==> config.mk <==
export PLATFORM = sky130hd
export DESIGN_NAME = mystery_ship_ctrl_flat
export DESIGN_NICKNAME = d
export VERILOG_FILES = /design/src/rtl/mystery_ship_ctrl_if.sv /design/src/rtl/mystery_ship_ctrl.sv /design/src/flat_wrapper.sv
export SDC_FILE = /design/constraint.sdc
export NUM_CORES = 1
export LEC_CHECK = 0
export CORE_AREA = 4 4 124 126
export CTS_BUF_LIST = sky130_fd_sc_hd__clkbuf_16
export CTS_CLUSTER_SIZE = 24
export DETAILED_ROUTE_END_ITERATION = 6
export DIE_AREA = 0 0 128 130
export PLACE_DENSITY = 0.88
export RECOVER_POWER = 25
export SLEW_MARGIN = 20
export SYNTH_ARGS = -nofsm -noshare
export SYNTH_HDL_FRONTEND = slang
export SYNTH_SLANG_ARGS = --single-unit
export TNS_END_PERCENT = 20
==> constraint.sdc <==
create_clock -name clk -period 3.68 [get_ports clk]
set_input_delay 0.736 -clock clk [delete_from_list [all_inputs] [get_ports clk]]
set_output_delay 0.736 -clock clk [all_outputs]
set_load 0.03 [all_outputs]
==> src/rtl/mystery_ship_ctrl_if.sv <==
// Signal bundle between the mystery ship controller and its neighbours
// (pixel scan, spaceship laser, score keeper). clk/rst stay plain ports.
interface mystery_ship_ctrl_if #(
   parameter int X_WIDTH = 11
);
   logic               i_restart;
   logic               i_game_active;
   logic               i_frame_tick;
   logic [X_WIDTH-1:0] i_xCoord;
   logic [X_WIDTH-1:0] i_yCoord;
   logic               i_laser_valid;
   logic [X_WIDTH-1:0] i_laser_x;
   logic [X_WIDTH-1:0] i_laser_y;
   logic               o_hit;
   logic [8:0]         o_score_value;
   logic [X_WIDTH-1:0] o_center_x;
   logic [X_WIDTH-1:0] o_center_y;
   logic               o_is_ship;
   logic [7:0]         o_rgb;
   logic [1:0]         o_state;

   modport slave (
      input  i_restart, i_game_active, i_frame_tick, i_xCoord, i_yCoord,
             i_laser_valid, i_laser_x, i_laser_y,
      output o_hit, o_score_value, o_center_x, o_center_y, o_is_ship, o_rgb, o_state
   );

   modport master (
      output i_restart, i_game_active, i_frame_tick, i_xCoord, i_yCoord,
             i_laser_valid, i_laser_x, i_laser_y,
      input  o_hit, o_score_value, o_center_x, o_center_y, o_is_ship, o_rgb, o_state
   );
endinterface

==> src/rtl/mystery_ship_ctrl.sv <==
// Bonus ship crossing the top of the playfield in alternating directions.
// Optional macro MYSTERY_SHIP_RANDOM_WAIT_EN adds an LFSR-based extra idle wait.
module mystery_ship_ctrl #(
   parameter int          X_WIDTH        = 11,
   parameter int          SCREEN_WIDTH   = 640,
   parameter int          MARGIN         = 50,
   parameter int          SHIP_LENGTH    = 40,
   parameter int          SHIP_TOP       = 50,
   parameter int          SHIP_HEIGHT    = 16,
   parameter int          SPEED_DIV      = 3,
   parameter int          WAIT_FRAMES    = 25,
   parameter int          EXPLODE_FRAMES = 30,
   parameter logic [7:0]  COLOR_SHIP     = 8'hA7,
   parameter logic [7:0]  COLOR_EXPLODE  = 8'h3F
) (
   input logic                clk,
   input logic                rst,
   mystery_ship_ctrl_if.slave bus
);
   typedef enum logic [1:0] {IDLE = 2'd0, FLY = 2'd1, EXPLODE = 2'd2} state_t;

   localparam int              CMP_W  = X_WIDTH + 2;
   localparam int              HALF   = SHIP_LENGTH / 2;
   localparam logic [X_WIDTH-1:0] X_FAR = X_WIDTH'(SCREEN_WIDTH + 2 * MARGIN);

   state_t             r_state, w_nextState;
   logic [15:0]        r_waitCnt, r_explodeCnt, r_divCnt;
   logic               r_dir;
   logic [X_WIDTH-1:0] r_xPos;
   logic               r_hit;
   logic [8:0]         r_score;
   logic [7:0]         r_lfsr;
   logic [15:0]        w_waitTarget;
   logic               w_syncReset, w_tick, w_waitDone, w_divWrap, w_exitStep;
   logic               w_explodeDone, w_hitDet, w_scanInBox, w_visible;
   logic [X_WIDTH-1:0] w_nextX;
   logic [7:0]         w_lfsrNext;
   logic [8:0]         w_scoreNext;

   // Box test shared by the laser and the pixel scan; widened so no sum wraps.
   function automatic logic inBox(input logic [X_WIDTH-1:0] px, input logic [X_WIDTH-1:0] py,
                                  input logic [X_WIDTH-1:0] cx);
      logic [CMP_W-1:0] x, y, c;
      x = CMP_W'(px);
      y = CMP_W'(py);
      c = CMP_W'(cx);
      return (x + CMP_W'(MARGIN + HALF) >= c) && (x + CMP_W'(MARGIN) <= c + CMP_W'(HALF)) &&
             (y >= CMP_W'(SHIP_TOP)) && (y <= CMP_W'(SHIP_TOP + SHIP_HEIGHT - 1));
   endfunction

   assign w_syncReset   = bus.i_restart | ~bus.i_game_active;
   assign w_tick        = bus.i_frame_tick;
   assign w_lfsrNext    = {r_lfsr[6:0], r_lfsr[7] ^ r_lfsr[5] ^ r_lfsr[4] ^ r_lfsr[3]};
   assign w_waitDone    = w_tick && ((r_waitCnt + 16'd1) == w_waitTarget);
   assign w_divWrap     = w_tick && (r_divCnt == 16'(SPEED_DIV - 1));
   assign w_nextX       = r_dir ? r_xPos + 1'b1 : r_xPos - 1'b1;
   assign w_exitStep    = w_divWrap && (w_nextX == (r_dir ? X_FAR : '0));
   assign w_explodeDone = w_tick && ((r_explodeCnt + 16'd1) == 16'(EXPLODE_FRAMES));
   assign w_hitDet      = (r_state == FLY) && bus.i_laser_valid &&
                          inBox(bus.i_laser_x, bus.i_laser_y, r_xPos);
   assign w_scanInBox   = inBox(bus.i_xCoord, bus.i_yCoord, r_xPos);
   assign w_visible     = (32'(bus.i_xCoord) < SCREEN_WIDTH) && (32'(bus.i_yCoord) < 480);

   always_comb begin
      w_scoreNext = 9'd50;
      case (r_lfsr[1:0])
         2'd0:    w_scoreNext = 9'd50;
         2'd1:    w_scoreNext = 9'd100;
         2'd2:    w_scoreNext = 9'd150;
         default: w_scoreNext = 9'd300;
      endcase
   end

`ifdef MYSTERY_SHIP_RANDOM_WAIT_EN
   logic [15:0] r_waitTarget;
   assign w_waitTarget = r_waitTarget;

   always_ff @(posedge clk or posedge rst) begin
      if (rst)
         r_waitTarget <= 16'(WAIT_FRAMES);
      else if (w_syncReset)
         r_waitTarget <= 16'(WAIT_FRAMES);
      else if (r_state != IDLE && w_nextState == IDLE)
         r_waitTarget <= 16'(WAIT_FRAMES) + {10'd0, r_lfsr[3:0], 2'b00};
   end
`else
   assign w_waitTarget = 16'(WAIT_FRAMES);
`endif

   always_ff @(posedge clk or posedge rst) begin
      if (rst)
         r_state <= IDLE;
      else if (w_syncReset)
         r_state <= IDLE;
      else
         r_state <= w_nextState;
   end

   // A hit takes priority over the exit step landing on the same cycle.
   always_comb begin
      w_nextState = r_state;
      case (r_state)
         IDLE:    if (w_waitDone) w_nextState = FLY;
         FLY:     if (w_hitDet) w_nextState = EXPLODE;
                  else if (w_exitStep) w_nextState = IDLE;
         EXPLODE: if (w_explodeDone) w_nextState = IDLE;
         default: w_nextState = IDLE;
      endcase
   end

   always_ff @(posedge clk or posedge rst) begin
      if (rst) begin
         r_waitCnt <= '0; r_explodeCnt <= '0; r_divCnt <= '0;
         r_dir <= 1'b0; r_xPos <= X_FAR; r_hit <= 1'b0; r_score <= '0; r_lfsr <= 8'h01;
      end else if (w_syncReset) begin
         r_waitCnt <= '0; r_explodeCnt <= '0; r_divCnt <= '0;
         r_dir <= 1'b0; r_xPos <= X_FAR; r_hit <= 1'b0; r_score <= '0; r_lfsr <= 8'h01;
      end else begin
         r_hit <= 1'b0;
         if (w_tick) r_lfsr <= w_lfsrNext;
         case (r_state)
            IDLE: if (w_tick) begin
               if (w_waitDone) begin
                  r_waitCnt <= '0;
                  r_divCnt  <= '0;
                  r_xPos    <= r_dir ? '0 : X_FAR;
               end else
                  r_waitCnt <= r_waitCnt + 16'd1;
            end
            FLY: if (w_hitDet) begin
               r_hit    <= 1'b1;
               r_score  <= w_scoreNext;
               r_dir    <= ~r_dir;
               r_divCnt <= '0;
            end else if (w_tick) begin
               if (w_divWrap) begin
                  r_divCnt <= '0;
                  r_xPos   <= w_nextX;
                  if (w_exitStep) r_dir <= ~r_dir;
               end else
                  r_divCnt <= r_divCnt + 16'd1;
            end
            EXPLODE: if (w_tick) begin
               if (w_explodeDone) r_explodeCnt <= '0;
               else               r_explodeCnt <= r_explodeCnt + 16'd1;
            end
            default: ;
         endcase
      end
   end

   always_comb begin
      bus.o_is_ship = 1'b0;
      bus.o_rgb     = 8'h00;
      case (r_state)
         FLY: begin
            bus.o_is_ship = w_scanInBox;
            if (w_scanInBox && w_visible) bus.o_rgb = COLOR_SHIP;
         end
         EXPLODE: begin
            bus.o_is_ship = w_scanInBox;
            if (w_scanInBox && w_visible) bus.o_rgb = COLOR_EXPLODE;
         end
         default: ;
      endcase
   end

   assign bus.o_hit         = r_hit;
   assign bus.o_score_value = r_score;
   assign bus.o_center_x    = r_xPos - X_WIDTH'(MARGIN);
   assign bus.o_center_y    = X_WIDTH'(SHIP_TOP + SHIP_HEIGHT / 2);
   assign bus.o_state       = r_state;
endmodule
==> src/flat_wrapper.sv <==
// flat-port wrapper written by rule: the top's interface ports become plain ports
module mystery_ship_ctrl_flat 
#(
   parameter int          X_WIDTH        = 11,
   parameter int          SCREEN_WIDTH   = 640,
   parameter int          MARGIN         = 50,
   parameter int          SHIP_LENGTH    = 40,
   parameter int          SHIP_TOP       = 50,
   parameter int          SHIP_HEIGHT    = 16,
   parameter int          SPEED_DIV      = 3,
   parameter int          WAIT_FRAMES    = 25,
   parameter int          EXPLODE_FRAMES = 30,
   parameter logic [7:0]  COLOR_SHIP     = 8'hA7,
   parameter logic [7:0]  COLOR_EXPLODE  = 8'h3F
)
  (clk, rst, bus_i_restart, bus_i_game_active, bus_i_frame_tick, bus_i_xCoord, bus_i_yCoord, bus_i_laser_valid, bus_i_laser_x, bus_i_laser_y, bus_o_hit, bus_o_score_value, bus_o_center_x, bus_o_center_y, bus_o_is_ship, bus_o_rgb, bus_o_state);
  mystery_ship_ctrl_if #(.X_WIDTH(X_WIDTH)) bus_i ();
  input logic clk;
  input logic rst;
  input wire logic [$bits(bus_i.i_restart)-1:0] bus_i_restart;
  input wire logic [$bits(bus_i.i_game_active)-1:0] bus_i_game_active;
  input wire logic [$bits(bus_i.i_frame_tick)-1:0] bus_i_frame_tick;
  input wire logic [$bits(bus_i.i_xCoord)-1:0] bus_i_xCoord;
  input wire logic [$bits(bus_i.i_yCoord)-1:0] bus_i_yCoord;
  input wire logic [$bits(bus_i.i_laser_valid)-1:0] bus_i_laser_valid;
  input wire logic [$bits(bus_i.i_laser_x)-1:0] bus_i_laser_x;
  input wire logic [$bits(bus_i.i_laser_y)-1:0] bus_i_laser_y;
  output wire logic [$bits(bus_i.o_hit)-1:0] bus_o_hit;
  output wire logic [$bits(bus_i.o_score_value)-1:0] bus_o_score_value;
  output wire logic [$bits(bus_i.o_center_x)-1:0] bus_o_center_x;
  output wire logic [$bits(bus_i.o_center_y)-1:0] bus_o_center_y;
  output wire logic [$bits(bus_i.o_is_ship)-1:0] bus_o_is_ship;
  output wire logic [$bits(bus_i.o_rgb)-1:0] bus_o_rgb;
  output wire logic [$bits(bus_i.o_state)-1:0] bus_o_state;
  assign bus_i.i_restart = bus_i_restart;
  assign bus_i.i_game_active = bus_i_game_active;
  assign bus_i.i_frame_tick = bus_i_frame_tick;
  assign bus_i.i_xCoord = bus_i_xCoord;
  assign bus_i.i_yCoord = bus_i_yCoord;
  assign bus_i.i_laser_valid = bus_i_laser_valid;
  assign bus_i.i_laser_x = bus_i_laser_x;
  assign bus_i.i_laser_y = bus_i_laser_y;
  assign bus_o_hit = bus_i.o_hit;
  assign bus_o_score_value = bus_i.o_score_value;
  assign bus_o_center_x = bus_i.o_center_x;
  assign bus_o_center_y = bus_i.o_center_y;
  assign bus_o_is_ship = bus_i.o_is_ship;
  assign bus_o_rgb = bus_i.o_rgb;
  assign bus_o_state = bus_i.o_state;
  mystery_ship_ctrl #(.X_WIDTH(X_WIDTH), .SCREEN_WIDTH(SCREEN_WIDTH), .MARGIN(MARGIN), .SHIP_LENGTH(SHIP_LENGTH), .SHIP_TOP(SHIP_TOP), .SHIP_HEIGHT(SHIP_HEIGHT), .SPEED_DIV(SPEED_DIV), .WAIT_FRAMES(WAIT_FRAMES), .EXPLODE_FRAMES(EXPLODE_FRAMES), .COLOR_SHIP(COLOR_SHIP), .COLOR_EXPLODE(COLOR_EXPLODE)) u_core (.clk(clk), .rst(rst), .bus(bus_i));
endmodule
==> results.cfg <==
[status]
violations = max-capacitance violations, max-slew violations, negative setup slack
outcome = finished, violations left

[critical_path]
endpoint_kind = output pin
cpPeakStageDelay_ns = 0.50
crit_type = in2out
worstPathMaxFanout = 4
slowest_stage = clkdlybuf4s50_1
r2r_cells = 15
cp.required_ns = 2.94
crit_top_cell = buf_4
crit_path_cell_trace = clkdlybuf4s50_1, buf_4, xnor2_1, ha_1, nor3_1, o21ai_1, a211oi_1, o21ai_1, o211ai_1, buf_4, buf_4, nor3_4, buf_6
start_kind = input pin
arrival_ns = 3.07

[final_layout]
area_delta_synth_final_pct = 28.72
diodes = 0
drive_gt1_frac = 0.1908
fin_util = 0.6566
nFillCells = 1081
seq_area_um2 = 1934
fin_nets = 1159
multi_input_area_um2 = 5119

[route]
wl_um = 20270
wl_per_cell_um = 16.52
dr.pass1.iters = 7
drcViolationCount = 0
viasPerCell = 5.905
ant_nets = 0
first_iter_violations = 530
vias = 7246

[placed_design]
gp_congestion = 0.8806
portBuffers = 77
dpl.hpwl_um = 14790

[global_routing]
grt_max_degree = 68
grt_pass1_wl_um = 32980
antenna_found_initial = 0
gr-usage-met1 = 0.3071
track_usage = 0.2405
grt_overflow_total = 0
grt_pass1_vias = 6989
top_usage_layer = met2
grt_use_met3 = 0.03561
gr-usage-met2 = 0.4159

[yosys]
synth_cell_type_count = 76
synth_area_per_cell_um2 = 8.249
ys.warnings.count = 0
ys_ff_latch = 77
yosysTopAreaCell = dfrtp_1
ys_seq_area_frac = 0.2650
async_reset_ff_frac = 1.000
ys.flop_type = dfrtp_1
yosys.area.top_type_share = 0.2434
synth_area_um2 = 7301
synth_area_leaders = dfrtp_1, ha_1, xnor2_1
netlist_instances = 885
synth-edff-count = 0

[timing]
grt_setup_unrepaired = yes
finalWorstSetupSlack_ns = -0.1261
final_max_slew_viol_count = 68
period_minus_slack_ns = 3.806
holdWs_ns = 0.5197
worst_slew_pin_slew_ns = 1.678
fin_crit_sh = 1.034
fmax_mhz = 262.7
setup_viol = 8
relSlewSlack = -0.1184
fin_skew_ns = 0.01182
finalHoldViolCount = 0

[pwr]
p_leak_nw = 4.254
power.density_nw_per_um2 = 246.6
irDropWorstVdd_v = 0.0002859

[clocking]
cts-root-buf = clkbuf_16
clk_pin_slew_ns = 0.06
hold_buffers = 0
clk_latency_ns = 0.35
cts_buffers = 9
h-tree-depth = 3
cts.sinks = 77
clockBufferDepth = 2
cts_tree = yes

[floorplanning]
die_x_um = 128
io_pins = 93
rows = 44
die_area_um2 = 16640
initial_core_util = 0.5101
coreArea_um2 = 14310
die_h_um = 130

[job]
cap_violations = 1

[min_path]
hp-class = reg2reg
hold_depth = 1
-- worst paths after layout --
path	startpoint	endpoint	slack, ns
setup reg to reg	u_core.r_xPos[2]	u_core.r_divCnt[6]	0.12
setup / recovery	bus_i_xCoord[10]	bus_o_rgb[5]	-0.13
hold / removal	u_core.r_divCnt[15]	u_core.r_divCnt[15]	0.52
hold reg to reg	u_core.r_divCnt[15]	u_core.r_divCnt[15]	0.52
max in group asynchronous	rst	u_core.r_divCnt[15]	0.87
min in group asynchronous	rst	u_core.r_explodeCnt[3]	0.85
-- area by class of cell --
cell class	instances	share of cell area
flip-flops and latches	77	0.2058
repair buffers	187	0.1760
multi-input cells	716	0.5447
well taps	184	0.02450
clock inverters	7	0.006124
inverters	47	0.01891
clock buffers	9	0.02396
-- report_power, final --
part,switching (W),internal (W)
combinational,0.000321,0.000276
sequential,0.00000779,0.000856
clock,0.000390,0.000467
total,0.000718,0.00160
-- through the flow --
| stage | power, W | TNS (ns) | worst slack, ns | area [um2] | cells |
|---|---|---|---|---|---|
| 5_1_grt | 0.002421 | -1.999 | -0.2760 | 9398 | 1227 |
| 4_1_cts | 0.002309 | -1.274 | -0.1358 | 9288 | 1219 |
| 6_report | 0.002318 | -0.7322 | -0.1261 | 9398 | 1227 |
| 3_5_place_dp | 0.001434 | -21.43 | -1.047 | 8852 | 1199 |
| 2_1_floorplan | 0.001216 | -0.1745 | -0.02314 | 7450 | 896 |
| 3_3_place_gp | 0.001416 | -18.41 | -0.9408 | 8852 | 1199 |
-- worst max-delay path: cells and delay by family --
| kind | cells | cell delay [ns] |
|---|---|---|
| compound gates | 4 | 0.38 |
| simple gates | 2 | 0.36 |
| fa+ha+maj | 1 | 0.21 |
| xor+xnor | 1 | 0.20 |
| buf+inv | 5 | 1.17 |
-- repair_timing --
| item | 4_1_cts | 5_1_grt |
|---|---|---|
| resized for setup | 87 | 24 |
| setup endpoints to repair | 35 | 40 |
| setup buffers | 4 | 6 |
| pin swaps | 18 | 19 |
| cloned | 0 | 2 |
-- cell usage in the layout, fill, tap and decap left out, drive strengths merged, types with 5 or more instances in the layout --
| cell | n |
|---|---|
| a211oi | 6 |
| a21o | 13 |
| a21oi | 36 |
| a22o | 5 |
| a31oi | 8 |
| and2 | 5 |
| and3 | 15 |
| buf | 120 |
| clkbuf | 13 |
| clkdlybuf4s50 | 52 |
| conb | 13 |
| dfrtp | 71 |
| dfstp | 6 |
| ha | 70 |
| inv | 49 |
| mux2 | 6 |
| mux2i | 18 |
| nand2 | 63 |
| nand2b | 12 |
| nand3 | 40 |
| nand4 | 26 |
| nor2 | 89 |
| nor2b | 10 |
| nor3 | 27 |
| nor4 | 14 |
| o211ai | 7 |
| o21a | 5 |
| o21ai | 55 |
| o31ai | 20 |
| o41ai | 5 |
| or3 | 11 |
| xnor2 | 51 |
| xor2 | 26 |
-- flip-flops by register name, summed over array words and instances (netlist names) --
signal	flops
u_core.bus.o_hit	1
u_core.bus.o_score_value	6
u_core.bus.o_state	2
u_core.r_dir	1
u_core.r_divCnt	16
u_core.r_explodeCnt	16
u_core.r_lfsr	8
u_core.r_waitCnt	16
u_core.r_xPos	11
-- synth_stat cells (5+ instances only) --
cell type,instances
nor2_1,89
dfrtp_1,71
ha_1,70
nand2_1,63
o21ai_0,54
xnor2_1,51
inv_1,47
nand3_1,40
a21oi_1,36
clkbuf_1,27
nor3_1,26
xor2_1,26
nand4_1,24
buf_4,21
mux2i_1,18
o31ai_1,18
and3_1,15
a21o_1,13
nor4_1,13
nand2b_1,12
nor2b_1,10
or3_1,10
a31oi_1,8
o211ai_1,7
a211oi_1,6
dfstp_2,6
a22o_1,5
buf_2,5
o21a_1,5
-- routing by layer --
metal  vias up  part of all wire
met5         -                 0
met1      3447              0.42
met4         0             0.026
met2       274              0.49
li1       3484                 -
met3        41             0.067
-- cells by family after synthesis --
logic type	share of synthesized area
and+or+nand+nor	0.2346
buffers and inverters	0.06684
other	0.001029
DFF	0.2650
AOI/OAI and AO/OA	0.1805
muxes	0.03393
adders and majority gates	0.1227
xor gates and xnor gates	0.09546
Power figures use the tool's default switching activity.
